### src/rtl/ring_sequencer_ctrl_pkg.sv
// Shared types and default sizing for the ring sequencer controller.
package ring_seq_pkg;

  localparam int DEF_NUMBER_OF_FLOPS = 4;
  localparam int DEF_CNT_W           = 8;

  typedef enum logic [1:0] {
    IDLE = 2'd0,
    RUN  = 2'd1,
    WAIT = 2'd2,
    DONE = 2'd3
  } ring_seq_state_e;

endpackage

### src/rtl/ring_sequencer_ctrl_if.sv
// Control/status bundle between the issuing controller and the ring sequencer.
//
// Handshake: no valid/ready pair. 'start' is a level sampled on a rising edge
// only while the sequencer is idle; 'step' is sampled on every edge but only
// acts in step mode; 'abort' acts on the next edge in any non-idle state.
// 'done' is a single-cycle pulse with no acknowledge.
interface ring_sequencer_ctrl_if #(
  parameter int NUMBER_OF_FLOPS = 4,
  parameter int CNT_W           = 8
);
  logic                       start;
  logic                       abort;
  logic                       step_mode;
  logic                       step;
  logic [CNT_W-1:0]           num_rot;
  logic [NUMBER_OF_FLOPS-1:0] phase_out;
  logic                       phase_valid;
  logic                       busy;
  logic                       done;
  logic [CNT_W-1:0]           rot_cnt;

  modport master (
    output start, abort, step_mode, step, num_rot,
    input  phase_out, phase_valid, busy, done, rot_cnt
  );

  modport slave (
    input  start, abort, step_mode, step, num_rot,
    output phase_out, phase_valid, busy, done, rot_cnt
  );
endinterface

### src/rtl/ring_token_shift.sv
// One-hot token rotator: clear beats load beats enable; rotates left with wrap.
module ring_token_shift #(
  parameter int N = 4
) (
  input  logic         clk,
  input  logic         rst_n,
  input  logic         i_clr,
  input  logic         i_load,
  input  logic         i_en,
  output logic [N-1:0] o_phase,
  output logic         o_valid
);

  logic [N-1:0] r_phase;
  logic         r_valid;

  // Token register; load always places the token on bit 0.
  always_ff @(posedge clk or negedge rst_n) begin
    if (!rst_n) begin
      r_phase <= '0;
      r_valid <= 1'b0;
    end else if (i_clr) begin
      r_phase <= '0;
      r_valid <= 1'b0;
    end else if (i_load) begin
      r_phase <= {{(N-1){1'b0}}, 1'b1};
      r_valid <= 1'b1;
    end else if (i_en) begin
      r_phase <= {r_phase[N-2:0], r_phase[N-1]};
    end
  end

  assign o_phase = r_phase;
  assign o_valid = r_valid;

endmodule

### src/rtl/ring_sequencer_ctrl.sv
// Gated N-phase ring sequencer: runs num_rot full rotations of a one-hot token,
// free-running or one phase per step, with abort and a one-cycle done pulse.
// The first edge in RUN/WAIT is an arm cycle that loads the token, so phase 0
// appears one edge after start is sampled.
module ring_sequencer_ctrl
  import ring_seq_pkg::*;
#(
  parameter int NUMBER_OF_FLOPS = DEF_NUMBER_OF_FLOPS,
  parameter int CNT_W           = DEF_CNT_W
) (
  input  logic                  clk,
  input  logic                  rst_n,
  ring_sequencer_ctrl_if.slave  bus,
  output ring_seq_state_e       o_dbg_state
);

  localparam int N = NUMBER_OF_FLOPS;

  ring_seq_state_e  r_state;
  ring_seq_state_e  w_state_nxt;
  logic [CNT_W-1:0] r_num_rot;
  logic [CNT_W-1:0] r_rot_cnt;
  logic             r_done;
  logic             r_busy;

  logic [N-1:0]     w_phase;
  logic             w_valid;
  logic             w_load;
  logic             w_en;
  logic             w_clr;
  logic             w_inc;
  logic             w_latch;
  logic             w_last;

  // Token is on the final phase of the final rotation.
  assign w_last = w_phase[N-1] && (r_rot_cnt == (r_num_rot - CNT_W'(1)));

  // Next-state and token control decode.
  always_comb begin
    w_state_nxt = r_state;
    w_load      = 1'b0;
    w_en        = 1'b0;
    w_clr       = 1'b0;
    w_inc       = 1'b0;
    w_latch     = 1'b0;
    case (r_state)
      IDLE: begin
        if (!bus.abort && bus.start) begin
          w_latch     = 1'b1;
          w_state_nxt = bus.step_mode ? WAIT : RUN;
        end
      end
      RUN, WAIT: begin
        if (bus.abort) begin
          w_clr       = 1'b1;
          w_state_nxt = IDLE;
        end else if (!w_valid) begin
          // Arm cycle: zero rotations finish without ever driving a phase.
          if (r_num_rot == '0) w_state_nxt = DONE;
          else                 w_load      = 1'b1;
        end else if (r_state == RUN || bus.step) begin
          if (w_phase[N-1]) w_inc = 1'b1;
          if (w_last) begin
            w_clr       = 1'b1;
            w_state_nxt = DONE;
          end else begin
            w_en = 1'b1;
          end
        end
      end
      DONE:    w_state_nxt = IDLE;
      default: w_state_nxt = IDLE;
    endcase
  end

  // State, latched rotation target, rotation counter and status flags.
  always_ff @(posedge clk or negedge rst_n) begin
    if (!rst_n) begin
      r_state   <= IDLE;
      r_num_rot <= '0;
      r_rot_cnt <= '0;
      r_done    <= 1'b0;
      r_busy    <= 1'b0;
    end else begin
      r_state <= w_state_nxt;
      r_done  <= (w_state_nxt == DONE);
      r_busy  <= (w_state_nxt == RUN) || (w_state_nxt == WAIT);
      if (w_latch) begin
        r_num_rot <= bus.num_rot;
        r_rot_cnt <= '0;
      end else if (w_inc) begin
        r_rot_cnt <= r_rot_cnt + CNT_W'(1);
      end
    end
  end

  ring_token_shift #(.N(N)) u_token (
    .clk     (clk),
    .rst_n   (rst_n),
    .i_clr   (w_clr),
    .i_load  (w_load),
    .i_en    (w_en),
    .o_phase (w_phase),
    .o_valid (w_valid)
  );

  assign bus.phase_out   = w_phase;
  assign bus.phase_valid = w_valid;
  assign bus.busy        = r_busy;
  assign bus.done        = r_done;
  assign bus.rot_cnt     = r_rot_cnt;
  assign o_dbg_state     = r_state;

endmodule
### src/flat_wrapper.sv
// flat-port wrapper written by rule: the top's interface ports become plain ports
module ring_sequencer_ctrl_flat import ring_seq_pkg::*;
#(
  parameter int NUMBER_OF_FLOPS = DEF_NUMBER_OF_FLOPS,
  parameter int CNT_W           = DEF_CNT_W
)
  (clk, rst_n, o_dbg_state, bus_start, bus_abort, bus_step_mode, bus_step, bus_num_rot, bus_phase_out, bus_phase_valid, bus_busy, bus_done, bus_rot_cnt);
  ring_sequencer_ctrl_if #(.NUMBER_OF_FLOPS(NUMBER_OF_FLOPS), .CNT_W(CNT_W)) bus_i ();
  input  logic clk;
  input  logic rst_n;
  output ring_seq_state_e o_dbg_state;
  input wire logic [$bits(bus_i.start)-1:0] bus_start;
  input wire logic [$bits(bus_i.abort)-1:0] bus_abort;
  input wire logic [$bits(bus_i.step_mode)-1:0] bus_step_mode;
  input wire logic [$bits(bus_i.step)-1:0] bus_step;
  input wire logic [$bits(bus_i.num_rot)-1:0] bus_num_rot;
  output wire logic [$bits(bus_i.phase_out)-1:0] bus_phase_out;
  output wire logic [$bits(bus_i.phase_valid)-1:0] bus_phase_valid;
  output wire logic [$bits(bus_i.busy)-1:0] bus_busy;
  output wire logic [$bits(bus_i.done)-1:0] bus_done;
  output wire logic [$bits(bus_i.rot_cnt)-1:0] bus_rot_cnt;
  assign bus_i.start = bus_start;
  assign bus_i.abort = bus_abort;
  assign bus_i.step_mode = bus_step_mode;
  assign bus_i.step = bus_step;
  assign bus_i.num_rot = bus_num_rot;
  assign bus_phase_out = bus_i.phase_out;
  assign bus_phase_valid = bus_i.phase_valid;
  assign bus_busy = bus_i.busy;
  assign bus_done = bus_i.done;
  assign bus_rot_cnt = bus_i.rot_cnt;
  ring_sequencer_ctrl #(.NUMBER_OF_FLOPS(NUMBER_OF_FLOPS), .CNT_W(CNT_W)) u_core (.clk(clk), .rst_n(rst_n), .bus(bus_i), .o_dbg_state(o_dbg_state));
endmodule
### config.mk
export PLATFORM = sky130hd
export DESIGN_NAME = ring_sequencer_ctrl_flat
export DESIGN_NICKNAME = d
export VERILOG_FILES = /design/src/rtl/ring_sequencer_ctrl_pkg.sv /design/src/rtl/ring_sequencer_ctrl_if.sv /design/src/rtl/ring_token_shift.sv /design/src/rtl/ring_sequencer_ctrl.sv /design/src/flat_wrapper.sv
export SDC_FILE = /design/constraint.sdc
export NUM_CORES = 1
export LEC_CHECK = 0
export ABC_AREA = 1
export CORE_ASPECT_RATIO = 0.8
export CORE_MARGIN = 1
export CORE_UTILIZATION = 45
export DETAILED_ROUTE_END_ITERATION = 6
export PLACE_DENSITY = 0.71
export SLEW_MARGIN = 20
export SYNTH_ARGS = -nofsm -noshare
export SYNTH_HDL_FRONTEND = slang
export SYNTH_HIERARCHICAL = 1
export SYNTH_SLANG_ARGS = --single-unit
### constraint.sdc
create_clock -name clk -period 4.8 [get_ports clk]
set_input_delay 1.44 -clock clk [delete_from_list [all_inputs] [get_ports clk]]
set_output_delay 1.44 -clock clk [all_outputs]
set_load 0.01 [all_outputs]
==> metrics.csv <==
stage,metric,value,unit
power,power_per_cell_area,461.6,mW/mm^2
critical_path,timing.critical_path.from_type,primary input,
clock_network,cts-htree-levels,1,
sta,maxSlewViolCount,0,
critical_path,timing_worst_setup_path_type,primary input to flip-flop,
route,ant_nets,0,
clock_network,hold_buffers,0,
synthesis,synth_sequential_area_ratio,40.58,%
placement,dpl.hpwl,2565,um
floorplanning,design.die.area,0.003665,mm^2
clock_network,cts_max_path_buffers,2,
synthesis,synthMostInstantiatedCell,sky130_fd_sc_hd__nand2_1,
sta,hold_viol_final,0,
clock_network,numCtsBuffers,3,
route,top_layer_used_by_detailed_routing,met3,
global_routing,largest_net_degree_at_the_start_of_global_routing,26,
floorplanning,fp.dieW,67.44,um
critical_path,max_stage_delay_cell_worst_path,sky130_fd_sc_hd__clkdlybuf4s50_1,
route,vias_per_cell,4.926,
global_routing,antenna_found_initial,0,
sta,fmaxAchievable,332.6,MHz
clock_network,post-cts-setup-buffer-count,0,
power,max-vdd-ir-drop,0.0002383,V
floorplanning,design.portCount,31,
sta,setup_violations,0,
sta,relSlewSlack,62.51,%
sta,worst_pin_slew,0.5624,ns
synthesis,synth_cell_type_count,27,
synthesis,yosysTopAreaCell,sky130_fd_sc_hd__dfrtp_1,
min_path,min_path_type,flip-flop to flip-flop,
clock_network,clock_tree_from_tritoncts,done,
route,routed_wire_length_per_instance,11.80,um
global_routing,global_route_wire_length_before_repair,5823,um
sta,period_share,62.63,%
synthesis,syn_area_per_cell,7.271,um^2
synthesis,synth_edf_count,0,
outcome,status,completed,
route,dr_wl_met2,1416,um
route,drt_wl_total,3351,um
critical_path,critical_path_arrival,3.20,ns
finish,insertedDiodeCount,0,
placement,io_buffer_count,30,
finish,area_growth_syn_to_layout,24.76,%
sta,rsz0062_at_grt,no,
synthesis,yosys_register_bits,25,
synthesis,synth.cells.most_frequent,"sky130_fd_sc_hd__nand2_1 (71), sky130_fd_sc_hd__inv_1 (27), sky130_fd_sc_hd__dfrtp_1 (25)",
synthesis,synth_top_area_share,40.58,%
route,drt_first_pass_iters,4,
floorplanning,floorplan.initialDensity,48.54,%
critical_path,cp.required,4.99,ns
sta,layout_min_cycle_time,3.006,ns
clock_network,clk_transition_reported_paths,0.08,ns
floorplanning,fp-row-count,18,
global_routing,via_count_of_the_first_global_routing_pass,1314,
finish,final_nets,266,
run,drv_cap,0,
clock_network,clkLatencyLatePin,0.27,ns
synthesis,synth_area,0.001541,mm^2
clock_network,clock_tree.root_cell,sky130_fd_sc_hd__clkbuf_8,
route,detail_route.wirelength.met1,1769,um
clock_network,post_cts.resized_instances,0,
synthesis,yosys_synthesis_warning_count,6,
global_routing,grt-ovfl-total,0,
floorplanning,fp.dieH,54.35,um
route,remaining_drc_errors,0,
critical_path,path_common_cell,sky130_fd_sc_hd__inv_1,
route,met3WireLength,164,um
sta,totalNegativeSetupSlack,0,ns
critical_path,cp_top_family,buffers and inverters,
synthesis,postSynthCellCount,212,
synthesis,synth_flop_cell,sky130_fd_sc_hd__dfrtp_1,
critical_path,timing.critical_path.slowest_cell_delay,0.42,ns
placement,dp_slack,1.505,ns
placement,place_congestion,0.8336,
critical_path,cp-end-kind,flip-flop,
sta,finClkSkew,0.01129,ns
finish,drive_above_1_share,6.967,%
sta,fin_ws,1.794,ns
synthesis,postSynthNetCount,233,
synthesis,leading_post_synthesis_cells_by_cell_area,"sky130_fd_sc_hd__dfrtp_1 (41%), sky130_fd_sc_hd__nand2_1 (17%), sky130_fd_sc_hd__inv_1 (6.6%)",
power,cellLeakagePower,0.9372,nW
critical_path,crit_fanout,15,
finish,multi_input_comb_area,798.3,um^2
synthesis,asyncSetResetFlopFracSynth,100.0,%
route,drt_first_iter_violations,92,
critical_path,critical_path.cell_chain,clkdlybuf4s50_1 -> inv_1 -> nand2_1 -> inv_1 -> nand2_1 -> inv_1 -> nor2_1 -> nor2_1 -> o21ai_0 -> a21oi_1,
global_routing,grt_use_total,21.62,%
finish,num-fill-cells,295,
floorplanning,core,0.003176,mm^2
finish,sequential_cell_area,625.6,um^2
critical_path,timing.critical_path.buf_inv,4,
route,via_count,1399,
clock_network,cts.sinks,25,
[stage by stage]
step	power [mW]	utilization [%]	cells	instance area (um^2)	hold slack, ns
after floorplan	0.6358	-	212	1541	0.5101
after global placement	0.7569	59.30	280	1883	0.5171
after detailed placement	0.7643	59.14	280	1878	0.5251
after CTS	0.8947	60.56	284	1923	0.5397
after global routing	0.9771	60.56	284	1923	0.5724
final	0.8878	60.56	284	1923	0.5363
[cell type report]
cell class                 count  area share [%]
inverter                      29           5.660
multi-input combinational    156           41.51
timing repair buffer          30           15.35
tap                           40           2.602
sequential                    25           32.53
clock buffer                   4           2.342
[registers in the layout (all words and copies together), names as in the netlist]
register                flops
u_core/u_token/o_valid      1
u_core/bus.busy             1
u_core/u_token/o_phase      4
u_core/bus.done             1
u_core/bus.rot_cnt          8
u_core/r_num_rot            8
u_core/o_dbg_state          2
[final timing paths]
path                                                         from                                    end  slack [ns]  cells past startpoint
min in group asynchronous                                   rst_n      u_core/bus.rot_cnt[0]$_DFFE_PN0P_        1.15                      1
worst min-delay path            u_core/bus.rot_cnt[7]$_DFFE_PN0P_      u_core/bus.rot_cnt[7]$_DFFE_PN0P_        0.54                      1
max in group asynchronous                                   rst_n        u_core/r_num_rot[5]$_DFFE_PN0P_        3.27                      1
worst max-delay path                                    bus_abort      u_core/bus.rot_cnt[7]$_DFFE_PN0P_        1.79                     10
worst max register to register    u_core/r_num_rot[0]$_DFFE_PN0P_  u_core/u_token/o_phase[0]$_DFFE_PN0P_        2.76                     13
worst min register to register  u_core/bus.rot_cnt[7]$_DFFE_PN0P_      u_core/bus.rot_cnt[7]$_DFFE_PN0P_        0.54                      1
[report_power, final]
part / total [mW] / internal, mW / switching [mW]
Sequential: 0.331 / 0.266 / 0.0650
Clock: 0.127 / 0.0594 / 0.0673
Combinational: 0.430 / 0.180 / 0.250
[logic make-up (layout without fill, tap and decap cells)]
kind of cell | count (synthesis) | in the layout | share of synthesized area, %
AND/OR/NAND/NOR | 118 | 118 | 33.60
buffers and inverters | 31 | 63 | 7.630
flip-flops | 25 | 25 | 40.58
AO/OA/AOI/OAI | 24 | 24 | 8.036
adder cells (fa/ha/maj) | 7 | 7 | 5.682
XOR/XNOR | 7 | 7 | 4.465
[placed cells by master (no fill, tap or decap), types with 2 or more instances in the layout]
cell type                         synthesis  routed
sky130_fd_sc_hd__clkbuf_8                 0       3
sky130_fd_sc_hd__nor2_1                  23      23
sky130_fd_sc_hd__inv_2                    2       2
sky130_fd_sc_hd__nor3_1                   2       2
sky130_fd_sc_hd__inv_1                   27      27
sky130_fd_sc_hd__xor2_1                   3       3
sky130_fd_sc_hd__nor2_2                   4       4
sky130_fd_sc_hd__ha_1                     7       7
sky130_fd_sc_hd__nand2_1                 71      71
sky130_fd_sc_hd__o21ai_0                 11      11
sky130_fd_sc_hd__nand3_1                  9       9
sky130_fd_sc_hd__xnor2_1                  3       3
sky130_fd_sc_hd__dfrtp_1                 25      25
sky130_fd_sc_hd__clkdlybuf4s50_1          0      29
sky130_fd_sc_hd__a21oi_1                 11      11
[routing by layer]
metal / GRT usage, % / vias to the layer above
li1: - / 727
met1: 30.26 / 637
met2: 34.67 / 35
met3: 5.000 / 0
met4: 3.191 / 0
met5: 0 / -
(Power assumes the default switching activity.)
